`src/rtl/input_buffer_mc.sv`:
```
// rtl/input_buffer_mc.sv - flow-controlled input queue with chain id tagging
//
// Purpose:
//   Holds up to IB_DEPTH vectors of N x DATA_WIDTH, each stored with its EOF bit.
//   The storage is a dual-port RAM with a registered read port, followed by one
//   output register that drives a valid/ready interface. Every output entry is
//   tagged with a round-robin chain id. The id advances when an EOF entry leaves.
//   Enqueues that arrive while the queue is full are dropped. A dropped enqueue
//   sets a sticky overflow flag and is never written over stored data.
//
// Optional feature:
//   INPUT_BUFFER_DROP_COUNT_EN - when defined, drop_count is a 16-bit saturating
//   count of dropped enqueues. When undefined, drop_count is tied to zero.
//
// Ports:
//   clk, rst_n     clock (rising edge) and async active-low reset
//   enqueue        write vector_in/eof_in this cycle (accepted iff ready_out)
//   eof_in         end-of-frame marker for vector_in
//   vector_in      input vector, N lanes of DATA_WIDTH
//   ready_out      queue not full (from registered occupancy)
//   deq_ready      downstream accepts the output entry this cycle
//   valid_out      vector_out/eof_out/chainId_out hold a valid entry
//   eof_out        EOF bit stored with the output entry
//   vector_out     output vector
//   chainId_out    chain id of the output entry
//   occupancy      entries held, counting the read stage and the output register
//   overflow       sticky: an enqueue was dropped (cleared only by reset)
//   drop_count     number of dropped enqueues
module input_buffer_mc #(
   parameter int N          = 8,
   parameter int DATA_WIDTH = 32,
   parameter int IB_DEPTH   = 4,
   parameter int NUM_CHAINS = 2,
   localparam int CW        = (NUM_CHAINS > 1) ? $clog2(NUM_CHAINS) : 1,
   localparam int OW        = $clog2(IB_DEPTH + 1)
) (
   input  logic                               clk,
   input  logic                               rst_n,
   input  logic                               enqueue,
   input  logic                               eof_in,
   input  logic [N-1:0][DATA_WIDTH-1:0]       vector_in,
   output logic                               ready_out,
   input  logic                               deq_ready,
   output logic                               valid_out,
   output logic                               eof_out,
   output logic [N-1:0][DATA_WIDTH-1:0]       vector_out,
   output logic [CW-1:0]                      chainId_out,
   output logic [OW-1:0]                      occupancy,
   output logic                               overflow,
   output logic [15:0]                        drop_count
);

   localparam int WW = N * DATA_WIDTH + 1;
   localparam int PW = $clog2(IB_DEPTH);
   localparam logic [PW-1:0] PTR_LAST   = PW'(IB_DEPTH - 1);
   localparam logic [OW-1:0] DEPTH_C    = OW'(IB_DEPTH);
   localparam logic [CW-1:0] CHAIN_LAST = CW'(NUM_CHAINS - 1);

   logic [WW-1:0] mem_q [IB_DEPTH];
   logic [WW-1:0] rd_data_q;
   logic [WW-1:0] wr_data_d;

   logic [PW-1:0] wr_ptr_q, wr_ptr_d;
   logic [PW-1:0] rd_ptr_q, rd_ptr_d;
   logic [OW-1:0] ram_cnt_q, ram_cnt_d;   // entries written but not yet read
   logic [OW-1:0] occ_q, occ_d;           // entries anywhere in the block
   logic          s1_valid_q, s1_valid_d; // rd_data_q holds an entry
   logic          valid_q, valid_d;
   logic [WW-1:0] out_q, out_d;
   logic [CW-1:0] chain_q, chain_d;
   logic          ovf_q, ovf_d;

   logic ready, accept, drop, xfer, load_out, do_read;

   always_comb begin
      ready     = (occ_q < DEPTH_C);
      accept    = enqueue && ready;
      drop      = enqueue && !ready;
      xfer      = valid_q && deq_ready;
      // The read stage empties into the output register when that register is
      // empty or leaving; the RAM is read whenever the read stage will be free.
      // This gives one entry per cycle in steady state with no bubbles.
      load_out  = s1_valid_q && (!valid_q || deq_ready);
      do_read   = (ram_cnt_q != '0) && (!s1_valid_q || load_out);
      wr_data_d = {eof_in, vector_in};

      wr_ptr_d = wr_ptr_q;
      if (accept) wr_ptr_d = (wr_ptr_q == PTR_LAST) ? '0 : wr_ptr_q + PW'(1);
      rd_ptr_d = rd_ptr_q;
      if (do_read) rd_ptr_d = (rd_ptr_q == PTR_LAST) ? '0 : rd_ptr_q + PW'(1);

      ram_cnt_d = ram_cnt_q;
      case ({accept, do_read})
         2'b10:   ram_cnt_d = ram_cnt_q + OW'(1);
         2'b01:   ram_cnt_d = ram_cnt_q - OW'(1);
         default: ram_cnt_d = ram_cnt_q;
      endcase

      occ_d = occ_q;
      case ({accept, xfer})
         2'b10:   occ_d = occ_q + OW'(1);
         2'b01:   occ_d = occ_q - OW'(1);
         default: occ_d = occ_q;
      endcase

      s1_valid_d = do_read || (s1_valid_q && !load_out);
      valid_d    = load_out || (valid_q && !deq_ready);
      out_d      = load_out ? rd_data_q : out_q;

      chain_d = chain_q;
      if (xfer && out_q[WW-1]) chain_d = (chain_q == CHAIN_LAST) ? '0 : chain_q + CW'(1);

      ovf_d = ovf_q || drop;
   end

   // RAM: no reset, writes only on accept. A read never targets the slot being
   // written because reads require ram_cnt_q > 0 and writes require not-full.
   always_ff @(posedge clk) begin
      if (accept) mem_q[wr_ptr_q] <= wr_data_d;
      if (do_read) rd_data_q <= mem_q[rd_ptr_q];
   end

   always_ff @(posedge clk or negedge rst_n) begin
      if (!rst_n) begin
         wr_ptr_q   <= '0;
         rd_ptr_q   <= '0;
         ram_cnt_q  <= '0;
         occ_q      <= '0;
         s1_valid_q <= 1'b0;
         valid_q    <= 1'b0;
         out_q      <= '0;
         chain_q    <= '0;
         ovf_q      <= 1'b0;
      end else begin
         wr_ptr_q   <= wr_ptr_d;
         rd_ptr_q   <= rd_ptr_d;
         ram_cnt_q  <= ram_cnt_d;
         occ_q      <= occ_d;
         s1_valid_q <= s1_valid_d;
         valid_q    <= valid_d;
         out_q      <= out_d;
         chain_q    <= chain_d;
         ovf_q      <= ovf_d;
      end
   end

`ifdef INPUT_BUFFER_DROP_COUNT_EN
   logic [15:0] drop_cnt_q, drop_cnt_d;

   always_comb begin
      drop_cnt_d = drop_cnt_q;
      if (drop && (drop_cnt_q != 16'hFFFF)) drop_cnt_d = drop_cnt_q + 16'd1;
   end

   always_ff @(posedge clk or negedge rst_n) begin
      if (!rst_n) drop_cnt_q <= 16'h0;
      else        drop_cnt_q <= drop_cnt_d;
   end

   assign drop_count = drop_cnt_q;
`else
   assign drop_count = 16'h0;
`endif

   assign ready_out   = ready;
   assign valid_out   = valid_q;
   assign eof_out     = out_q[WW-1];
   assign vector_out  = out_q[WW-2:0];
   assign chainId_out = chain_q;
   assign occupancy   = occ_q;
   assign overflow    = ovf_q;

endmodule

```
`config.mk`:
```
export PLATFORM = sky130hd
export DESIGN_NAME = input_buffer_mc
export DESIGN_NICKNAME = d
export VERILOG_FILES = /design/src/rtl/input_buffer_mc.sv
export SDC_FILE = /design/constraint.sdc
export NUM_CORES = 1
export LEC_CHECK = 0
export CAP_MARGIN = 20
export CORE_ASPECT_RATIO = 0.8
export CORE_UTILIZATION = 51
export DETAILED_ROUTE_END_ITERATION = 10
export GPL_TIMING_DRIVEN = 0
export PLACE_DENSITY = 0.75
export SKIP_LAST_GASP = 1
export SYNTH_ARGS = -nofsm -noshare
export SYNTH_HDL_FRONTEND = slang
export SYNTH_SLANG_ARGS = --single-unit
```
`constraint.sdc`:
```
create_clock -name clk -period 14.45 [get_ports clk]
set_clock_uncertainty 0.15 [all_clocks]
set_input_delay 1.445 -clock clk [delete_from_list [all_inputs] [get_ports clk]]
set_output_delay 1.445 -clock clk [all_outputs]
set_load 0.1 [all_outputs]
```
# After elaboration in Yosys (flattened, before gate mapping)

Memory sizes are Yosys's and may differ from the RTL's. A register that Yosys moved wholly into a read port is not among the register bits.
Cells that the tools add are included.

RAM bits: 1028
Input bits: 261
Output and inout port bits: 280
Memories: 1
Register bits after elaboration: 271
Logic and storage cells: 52

Add/subtract/negate cells: 7
Reductions and logical operators: 21
Order comparisons: 1
Mux-type cells: 7
Equality and inequality tests: 6

Memory list:

| name  | depth | width | rd ports | clocked after Yosys merged registers in | write ports | line | text |
|---|---|---|---|---|---|---|---|
| mem_q | 4     | 257   | 1        | 1                                       | 1           | 59   | `logic [WW-1:0] mem_q [IB_DEPTH];` |

Operator list:

| cell                | number |
|---|---|
| $pmux 3 s2          | 2 |
| $eq 2x2->1 const B  | 4 |
| $logic_and 1x1->1   | 8 |
| $add 3x1->3 const B | 2 |
| $sub 3x1->3 const B | 2 |
| $logic_not 1->1     | 5 |
| $logic_or 1x1->1    | 5 |
| $add 2x1->2 const B | 2 |
| $eq 2x1->1 const B  | 2 |
| $mux 2              | 2 |
| $reduce_bool 2->1   | 2 |
| $lt 3x3->1 const B  | 1 |
| $mux 1              | 3 |
| $reduce_bool 3->1   | 1 |
| $add 1x1->1 const B | 1 |

# Logic depth before layout (Yosys ltp)

Gate-level depths: netlist (run 1).

Word-level depth: 7
Depth in mapped cells: 9
Gate-level depth less buffers: 8

# Worst setup path before layout (run 1)

OpenSTA, ideal clock, no wires.

Path type: in2reg
Start point: input deq_ready
End point: register ram_cnt_q[2]
Setup slack: -2.219 ns
Path buffers: 0
Setup time: 0.079 ns
Data required time: 14.221 ns
Cell stages on the path: 8
Arrival time: 16.440 ns
Cells stage by stage: nor2b_1 a21oi_1 ha_1 inv_1 fa_1 xor2_1 nor2_1 xor2_1

Longest elaborated chain between the ends: 6
Elaborated cells on any way between the ends: 8
Classes of those cells: eq/ne: 2; mux: 1; reduce/logical: 5

Ends and longest elaborated chain:

| what                                                   | line | text |
|---|---|---|
| start: declaration                                     | 43   | `input logic deq_ready,` |
| $logic_or 1x1->1 (*)                                   | 83   | `load_out = s1_valid_q && (!valid_q \|\| deq_ready);` |
| $logic_and 1x1->1 (*)                                  | 83   |  |
| $logic_or 1x1->1 (*)                                   | 84   | `do_read = (ram_cnt_q != '0) && (!s1_valid_q \|\| load_out);` |
| $logic_and 1x1->1 (*)                                  | 84   |  |
| named net do_read                                      | 73   | `logic ready, accept, drop, xfer, load_out, do_read;` |
| $eq 2x1->1 / $eq 2x2->1 (equally long branches)        | 93   | `case ({accept, do_read})` |
| $pmux 3 s2 / $reduce_bool 2->1 (equally long branches) | n/a  |  |
| end signal: assignment                                 | 137  | `ram_cnt_q <= ram_cnt_d;` |
| end: declaration                                       | 65   | `logic [OW-1:0] ram_cnt_q, ram_cnt_d;` |

Mark *: on every way through the listed nets, which the timed path passes. The rest lies on a longest branch.
A chain may end at the register's enable or synchronous reset.

# Worst setup path after layout (run 1)

Start point: register occ_q[2] (netlist: occupancy[2])
End point: output ready_out

Longest elaborated chain between the ends: 1

Ends and longest elaborated chain:

| what                     | line | text |
|---|---|---|
| start: declaration       | 66   | `logic [OW-1:0] occ_q, occ_d;` |
| start signal: assignment | 128  | `occ_q <= '0;` |
| start signal: assignment | 138  | `occ_q <= occ_d;` |
| $lt 3x3->1               | 76   | `ready = (occ_q < DEPTH_C);` |
| end: declaration         | 42   | `output logic ready_out,` |

No other way between the ends.

==> results of run 1 <==
==> path summary, 6_finish.rpt <==
kind                              startpoint  depth (start not counted)  slack, ns             to
max in group asynchronous              rst_n                          3      12.45     out_q[234]
worst min-delay path                overflow                          1       0.32       overflow
min in group asynchronous              rst_n                          1       0.45      out_q[96]
worst max-delay path            occupancy[2]                          2      10.44      ready_out
worst max register to register  occupancy[2]                          6      11.39  mem_q[0][118]
worst min register to register      overflow                          1       0.32       overflow
==> final cells by class <==
| class | instances | area, sq um |
|---|---|---|
| tap | 1417 | 1770 |
| clock inverter | 56 | 569 |
| antenna | 15 | 37.5 |
| multi-input combinational | 574 | 9120 |
| sequential | 1556 | 45400 |
| fill | 6837 | 38600 |
| buffer | 103 | 873 |
| timing repair buffer | 568 | 6330 |
| inverter | 10 | 37.5 |
| clock buffer | 220 | 4280 |
==> cell usage after synthesis <==
library cell / n
sky130_fd_sc_hd__nand2_2: 1
sky130_fd_sc_hd__nor2b_1: 2
sky130_fd_sc_hd__edfxtp_1: 1285
sky130_fd_sc_hd__mux2i_1: 2
sky130_fd_sc_hd__buf_2: 29
sky130_fd_sc_hd__xnor2_1: 4
sky130_fd_sc_hd__mux4_2: 257
sky130_fd_sc_hd__buf_6: 51
sky130_fd_sc_hd__nand2b_1: 2
sky130_fd_sc_hd__a21o_1: 1
sky130_fd_sc_hd__conb_1: 1
sky130_fd_sc_hd__ha_1: 7
sky130_fd_sc_hd__nor2_1: 4
sky130_fd_sc_hd__fa_1: 2
sky130_fd_sc_hd__buf_4: 18
sky130_fd_sc_hd__mux2_2: 259
sky130_fd_sc_hd__nor3_1: 1
sky130_fd_sc_hd__nand2_1: 5
sky130_fd_sc_hd__clkbuf_1: 5
sky130_fd_sc_hd__o21ai_0: 2
sky130_fd_sc_hd__a21oi_1: 1
sky130_fd_sc_hd__and2_1: 5
sky130_fd_sc_hd__xor2_1: 3
sky130_fd_sc_hd__inv_1: 10
sky130_fd_sc_hd__dfrtp_1: 271
==> routing by layer <==
layer	part of all wire	GRT usage	up-vias
met1	0.39	0.265	13100
met5	0.0013	0	-
met2	0.52	0.355	764
met4	0.025	0.0666	24
met3	0.068	0.0603	197
li1	-	-	10600
==> cell families (layout without fill, tap and decap cells) <==
| family | count (synthesis) | after routing | share of synthesized area |
|---|---|---|---|
| compound gates | 4 | 4 | 0.000407 |
| mux | 518 | 518 | 0.158 |
| buf+inv | 113 | 957 | 0.0165 |
| flops | 1556 | 1556 | 0.820 |
| other cells | 1 | 31 | 0.0000678 |
| xor+xnor | 7 | 7 | 0.00111 |
| simple gates | 20 | 20 | 0.00183 |
| fa+ha+maj | 9 | 9 | 0.00231 |
==> worst max-delay path, stage by stage, from the launching register on <==
cell and delay, ns:
sky130_fd_sc_hd__dfrtp_1 0.41, sky130_fd_sc_hd__inv_1 0.11, sky130_fd_sc_hd__clkdlybuf4s50_1 1.14
==> flip-flops by register name, summed over array words and instances, names as in the netlist, 2 cells and up <==
signal and count:
mem_q 1028, occupancy 3, out_q 257, ram_cnt_q 3, rd_data_q 257, rd_ptr_q 2
wr_ptr_q 2
==> through the flow <==
stage / hold WS [ns] / setup TNS, ns
after detailed placement: 0.298 / 0
after global placement: 0.306 / -755.27
after floorplan: 0.293 / 0
final: 0.317 / 0
after global routing: 0.328 / 0
after CTS: 0.313 / 0
==> reports/summary.md, run 1 <==
- **design area** 68,400 sq um
- **detailed-route wire length per cell** 25.4 microns
- **count of vias placed by the detailed router** 24,700
- **final max-slew violation count** 0
- **unrepaired setup endpoints after global routing** no
- **Rows** 107
- **maximum clock insertion buffer count** 3
- **Num CTS Buffers** 148
- **Worst Max-Slew Pin Slew** 1.16 ns
- **Cell Area, Placed** 63,500 sq um
- **share of the clock period used by the worst path** 0.278
- **worst slack at placement** 9.82 ns
- **sum of overflow across all layers after global routing** 0
- **worst setup margin** 10.44 ns
- **run status** complete, no violations
- **number of cells produced by synthesis** 2,228
- **post-synth top area share** 0.698
- **most common cell after layout, fill and taps aside** sky130_fd_sc_hd__edfxtp_1
- **Die H** 297 microns
- **routed via count divided by cell count** 5.47
- **required time worst endpoint** 12.86 ns
- **element type at the critical path start** flop
- **number of standard cells in the layout, taps in and fillers out** 4,519
- **width of the die** 370 microns
- **sequential cell area fraction in the yosys report** 0.820
- **Max Clock Freq** 0.249 GHz
- **Critical Path AT** 2.42 ns
- **DR iter-0 viols** 1,618
- **DP Cell Count** 4,226
- **largest fanout on the critical path** 4
- **synthesized area** 55,300 sq um
- **CTS root buffer** sky130_fd_sc_hd__clkbuf_16
- **TritonCTS clock tree** yes
- **end-of-flow core utilization** 0.639
- **Die ar.** 110,000 sq um
- **antenna violations before repair** 21
- **Port Buffer Count** 524
- **worst hold-check path type** reg -> reg
- **all-layer global routing usage** 0.211
- **per-instance average area after synthesis** 24.8 sq um
- **number of top-level pins** 541
- **total routed wirelength** 115,000 microns
- **kind of capture point of the worst setup path** output port
- **sink count of the clock tree** 1,556
- **H-Tree Depth** 4
- **initial cell density of the core** 0.517
- **number of warnings reported in the yosys synthesis log** 0
- **top library cells by usage in the layout, fill and taps aside** sky130_fd_sc_hd__edfxtp_1 (1,285), sky130_fd_sc_hd__clkdlybuf4s50_1 (523), sky130_fd_sc_hd__dfrtp_1 (271), sky130_fd_sc_hd__mux2_2 (259), sky130_fd_sc_hd__mux4_2 (257)
- **DRC violation count after routing** 0
- **fraction of final layout cells with drive strength greater than 1** 0.286
- **number of failing hold endpoints at the final stage** 0
- **number of global-route vias before repair** 26,700
- **core outline area** 107,000 sq um
- **final-stage net count** 3,231
- **cell types with the largest area share after synthesis** sky130_fd_sc_hd__edfxtp_1 (70%), sky130_fd_sc_hd__dfrtp_1 (12%), sky130_fd_sc_hd__mux4_2 (10%), sky130_fd_sc_hd__mux2_2 (5.3%), sky130_fd_sc_hd__buf_6 (1.0%)
- **detailed-routing iteration count for the pre-antenna-repair pass** 5
- **Resized Gates After CTS** 0
- **# hold bufs at CTS** 0
- **number of nets with antenna violations after routing** 0
- **Layout Area Growth over Synthesis** 23.6%
- **number of buffers inserted to repair setup after CTS** 0
- **largest area contributor in the netlist** sky130_fd_sc_hd__edfxtp_1
- **maximum number of pins on one net before global-route repair** 87
- **worst slew margin relative to its limit** 0.224
- **register clock-pin slew on the reported worst setup and hold paths** 0.06 ns
- **clock insertion delay at the later pin of the skew report** 0.77 ns
- **Final Setup Violations** 0
- **number of synthesized register bits** 1,556
- **category of the most critical setup path** reg -> out
- **number of distinct library cells after synthesis** 25
- **final estimated routing congestion in global placement** 0.756
- **total of max-cap violations** 0
- **Final min period** 4.01 ns
- **post-detail-place hpwl** 73,400 microns
- **first-pass GRT wire length** 168,000 microns
Power of run 1 is left out: the tool's default activity adds up to more than one toggle a clock period on the data nets, which glitch-free logic cannot reach.
==> run 2: changes to the inputs <==
CORE_UTILIZATION = 57   (was 51)
PLACE_DENSITY = 0.8   (was 0.75)
clock period = 4.1 ns   (was 14.45 ns; I/O delays follow)
==> run 2 against run 1 <==
Register-to-register slack got worse by 10 ns. Sequential cell count unchanged. Worst hold slack got worse by 0.24 ns. Wire length increased by 1.9%. Critical path depth increased by 3. Core utilization increased by 7.3 points. Cell count decreased by 3.1%. Count of clock-buffer cells in the layout decreased by 16. Setup slack got worse by 9.4 ns. Cell area decreased by 0.46%. Non-clock buffer count decreased by 8. Die area decreased by 10%.
==> reports/summary.md, run 2 (synthesis gave the netlist of run 1 again) <==
- **Final Setup Violations** 0, unchanged
- **core outline area** 95,500 sq um, -11%
- **final worst hold slack** 0.0748 ns, -0.242 ns
- **number of flip-flops in the largest register** 1,028, unchanged
- **number of nets with antenna violations after routing** 0, unchanged
- **Worst path slowest cell** sky130_fd_sc_hd__and2_4
- **Worst Max-Slew Pin Slew** 1.23 ns, +0.0698 ns
- **number of standard cells in the layout, taps in and fillers out** 4,378, -3.1%
- **number of buffers inserted to repair setup after CTS** 0, unchanged
- **register ranked first by flip-flop count** mem_q
- **kind of capture point of the worst setup path** flop
- **number of top-level pins** 541, unchanged
- **Num CTS Buffers** 146, -1.4%
- **count of vias placed by the detailed router** 25,000, +1.1%
- **fraction of final layout cells with drive strength greater than 1** 0.284, -0.00172
- **register clock-pin slew on the reported worst setup and hold paths** 0.07 ns, about the same
- **end-of-flow core utilization** 0.713, +0.0732
- **TritonCTS clock tree** yes
- **Rows** 101, -5.6%
- **routed via count divided by cell count** 5.71, +4.3%
- **# hold bufs at CTS** 1, +1
- **DP Cell Count** 4,088, -3.3%
- **sum of overflow across all layers after global routing** 0, unchanged
- **final-stage net count** 3,221, -0.31%
- **final max-slew violation count** 0, unchanged
- **maximum clock insertion buffer count** 3, unchanged
- **Critical Path AT** 3.29 ns, +0.87 ns
- **antenna violations before repair** 26, +24%
- **share of the clock period used by the worst path** 0.747
- **initial cell density of the core** 0.579, +0.0619
- **cell breakdown of the critical path** nor2b_1, clkbuf_1, and2_4, buf_16, buf_16
- **run status** complete, no violations
- **number of failing hold endpoints at the final stage** 0, unchanged
- **category of the most critical setup path** reg -> reg
- **total of max-cap violations** 0, unchanged
- **number of global-route vias before repair** 27,100, +1.6%
- **Top cell by count, worst path** sky130_fd_sc_hd__buf_16
- **worst hold-check path type** in -> async
- **width of the die** 350 microns, -5.4%
- **DR iter-0 viols** 1,609, -0.56%
- **DRC violation count after routing** 0, unchanged
- **detailed-route wire length per cell** 26.7 microns, +5.2%
- **unrepaired setup endpoints after global routing** no
- **total routed wirelength** 117,000 microns, +1.9%
- **clock insertion delay at the later pin of the skew report** 0.74 ns, -0.03 ns
- **largest fanout on the critical path** 56, +52
- **most common cell after layout, fill and taps aside** sky130_fd_sc_hd__edfxtp_1
- **detailed-routing iteration count for the pre-antenna-repair pass** 5, unchanged
- **Die ar.** 98,300 sq um, -10%
- **maximum number of pins on one net before global-route repair** 102, +17%
- **Layout Area Growth over Synthesis** 23.1%
- **required time worst endpoint** 4.33 ns, -8.53 ns
- **Port Buffer Count** 524, unchanged
- **all-layer global routing usage** 0.242, +0.0311
- **post-detail-place hpwl** 72,000 microns, -1.8%
- **sink count of the clock tree** 1,556, unchanged
- **Resized Gates After CTS** 0, unchanged
- **worst slew margin relative to its limit** 0.177, -0.0467
- **combined buffer and inverter count along the critical path** 3, +1
- **first-pass GRT wire length** 172,000 microns, +2.4%
- **Fillers** 5,354, -22%
- **element type at the critical path start** flop
- **Final min period** 3.06 ns
- **cell class contributing the biggest share of worst-path delay** buffers and inverters
- **CTS root buffer** sky130_fd_sc_hd__clkbuf_16
- **Max Clock Freq** 0.326 GHz
- **H-Tree Depth** 4, unchanged
- **largest registers** mem_q (1028), out_q (257), rd_data_q (257)
- **top library cells by usage in the layout, fill and taps aside** sky130_fd_sc_hd__edfxtp_1 (1,285), sky130_fd_sc_hd__clkdlybuf4s50_1 (523), sky130_fd_sc_hd__dfrtp_1 (270), sky130_fd_sc_hd__mux2_2 (259), sky130_fd_sc_hd__mux4_2 (257)
- **Die H** 281 microns, -5.4%
- **final estimated routing congestion in global placement** 0.765, +1.2%
- **highest cell delay on the worst timing path** 0.80 ns, -0.34 ns
[run 2: metal layers]
layer	share of wire	track usage	wire (microns)
met2	0.53	0.416	61500
met1	0.37	0.296	43100
met4	0.029	0.0861	3430
met5	0.0014	0	161
met3	0.074	0.0649	8620
[run 2: path summary, 6_finish.rpt]
path / depth (start not counted) / slack [ns] / to / from
max: 5 / 1.04 / mem_q[3][115] / occupancy[2]
min: 2 / 0.07 / out_q[73] / rst_n
max reg2reg: 5 / 1.04 / mem_q[3][115] / occupancy[2]
min reg2reg: 1 / 0.30 / out_q[88] / rd_data_q[88]
max in group asynchronous: 4 / 2.07 / valid_out / rst_n
min in group clk: 1 / 0.16 / mem_q[1][169] / vector_in[169]
[run 2: final cells by class]
| class | instances | area, sq um | area share |
|---|---|---|---|
| clock inverter | 67 | 744 | 0.0109 |
| timing repair buffer | 560 | 6140 | 0.0902 |
| clock buffer | 204 | 4130 | 0.0606 |
| inverter | 10 | 37.5 | 0.000551 |
| multi-input combinational | 574 | 9130 | 0.134 |
| tap | 1287 | 1610 | 0.0237 |
| antenna | 17 | 42.5 | 0.000625 |
| sequential | 1556 | 45400 | 0.666 |
| buffer | 103 | 873 | 0.0128 |
[run 2: worst reg2reg max path: stages, from the launching register on]
cell	delay (ns)
sky130_fd_sc_hd__dfrtp_1	0.41
sky130_fd_sc_hd__nor2b_1	0.17
sky130_fd_sc_hd__clkbuf_1	0.38
sky130_fd_sc_hd__and2_4	0.80
sky130_fd_sc_hd__buf_16	0.37
sky130_fd_sc_hd__buf_16	0.37
[run 2: per-stage QoR]
| step | setup WS, ns | TNS [ns] | instance area, sq um |
|---|---|---|---|
| finish | 1.04 | 0 | 68100 |
| global route | 0.867 | 0 | 68100 |
| CTS | 0.990 | 0 | 68000 |
| detailed placement | 0.502 | 0 | 63100 |
| global placement | -13.26 | -5423.69 | 62300 |
| floorplan | -2.67 | -441.32 | 55400 |
Power of run 2 is left out for the same reason.
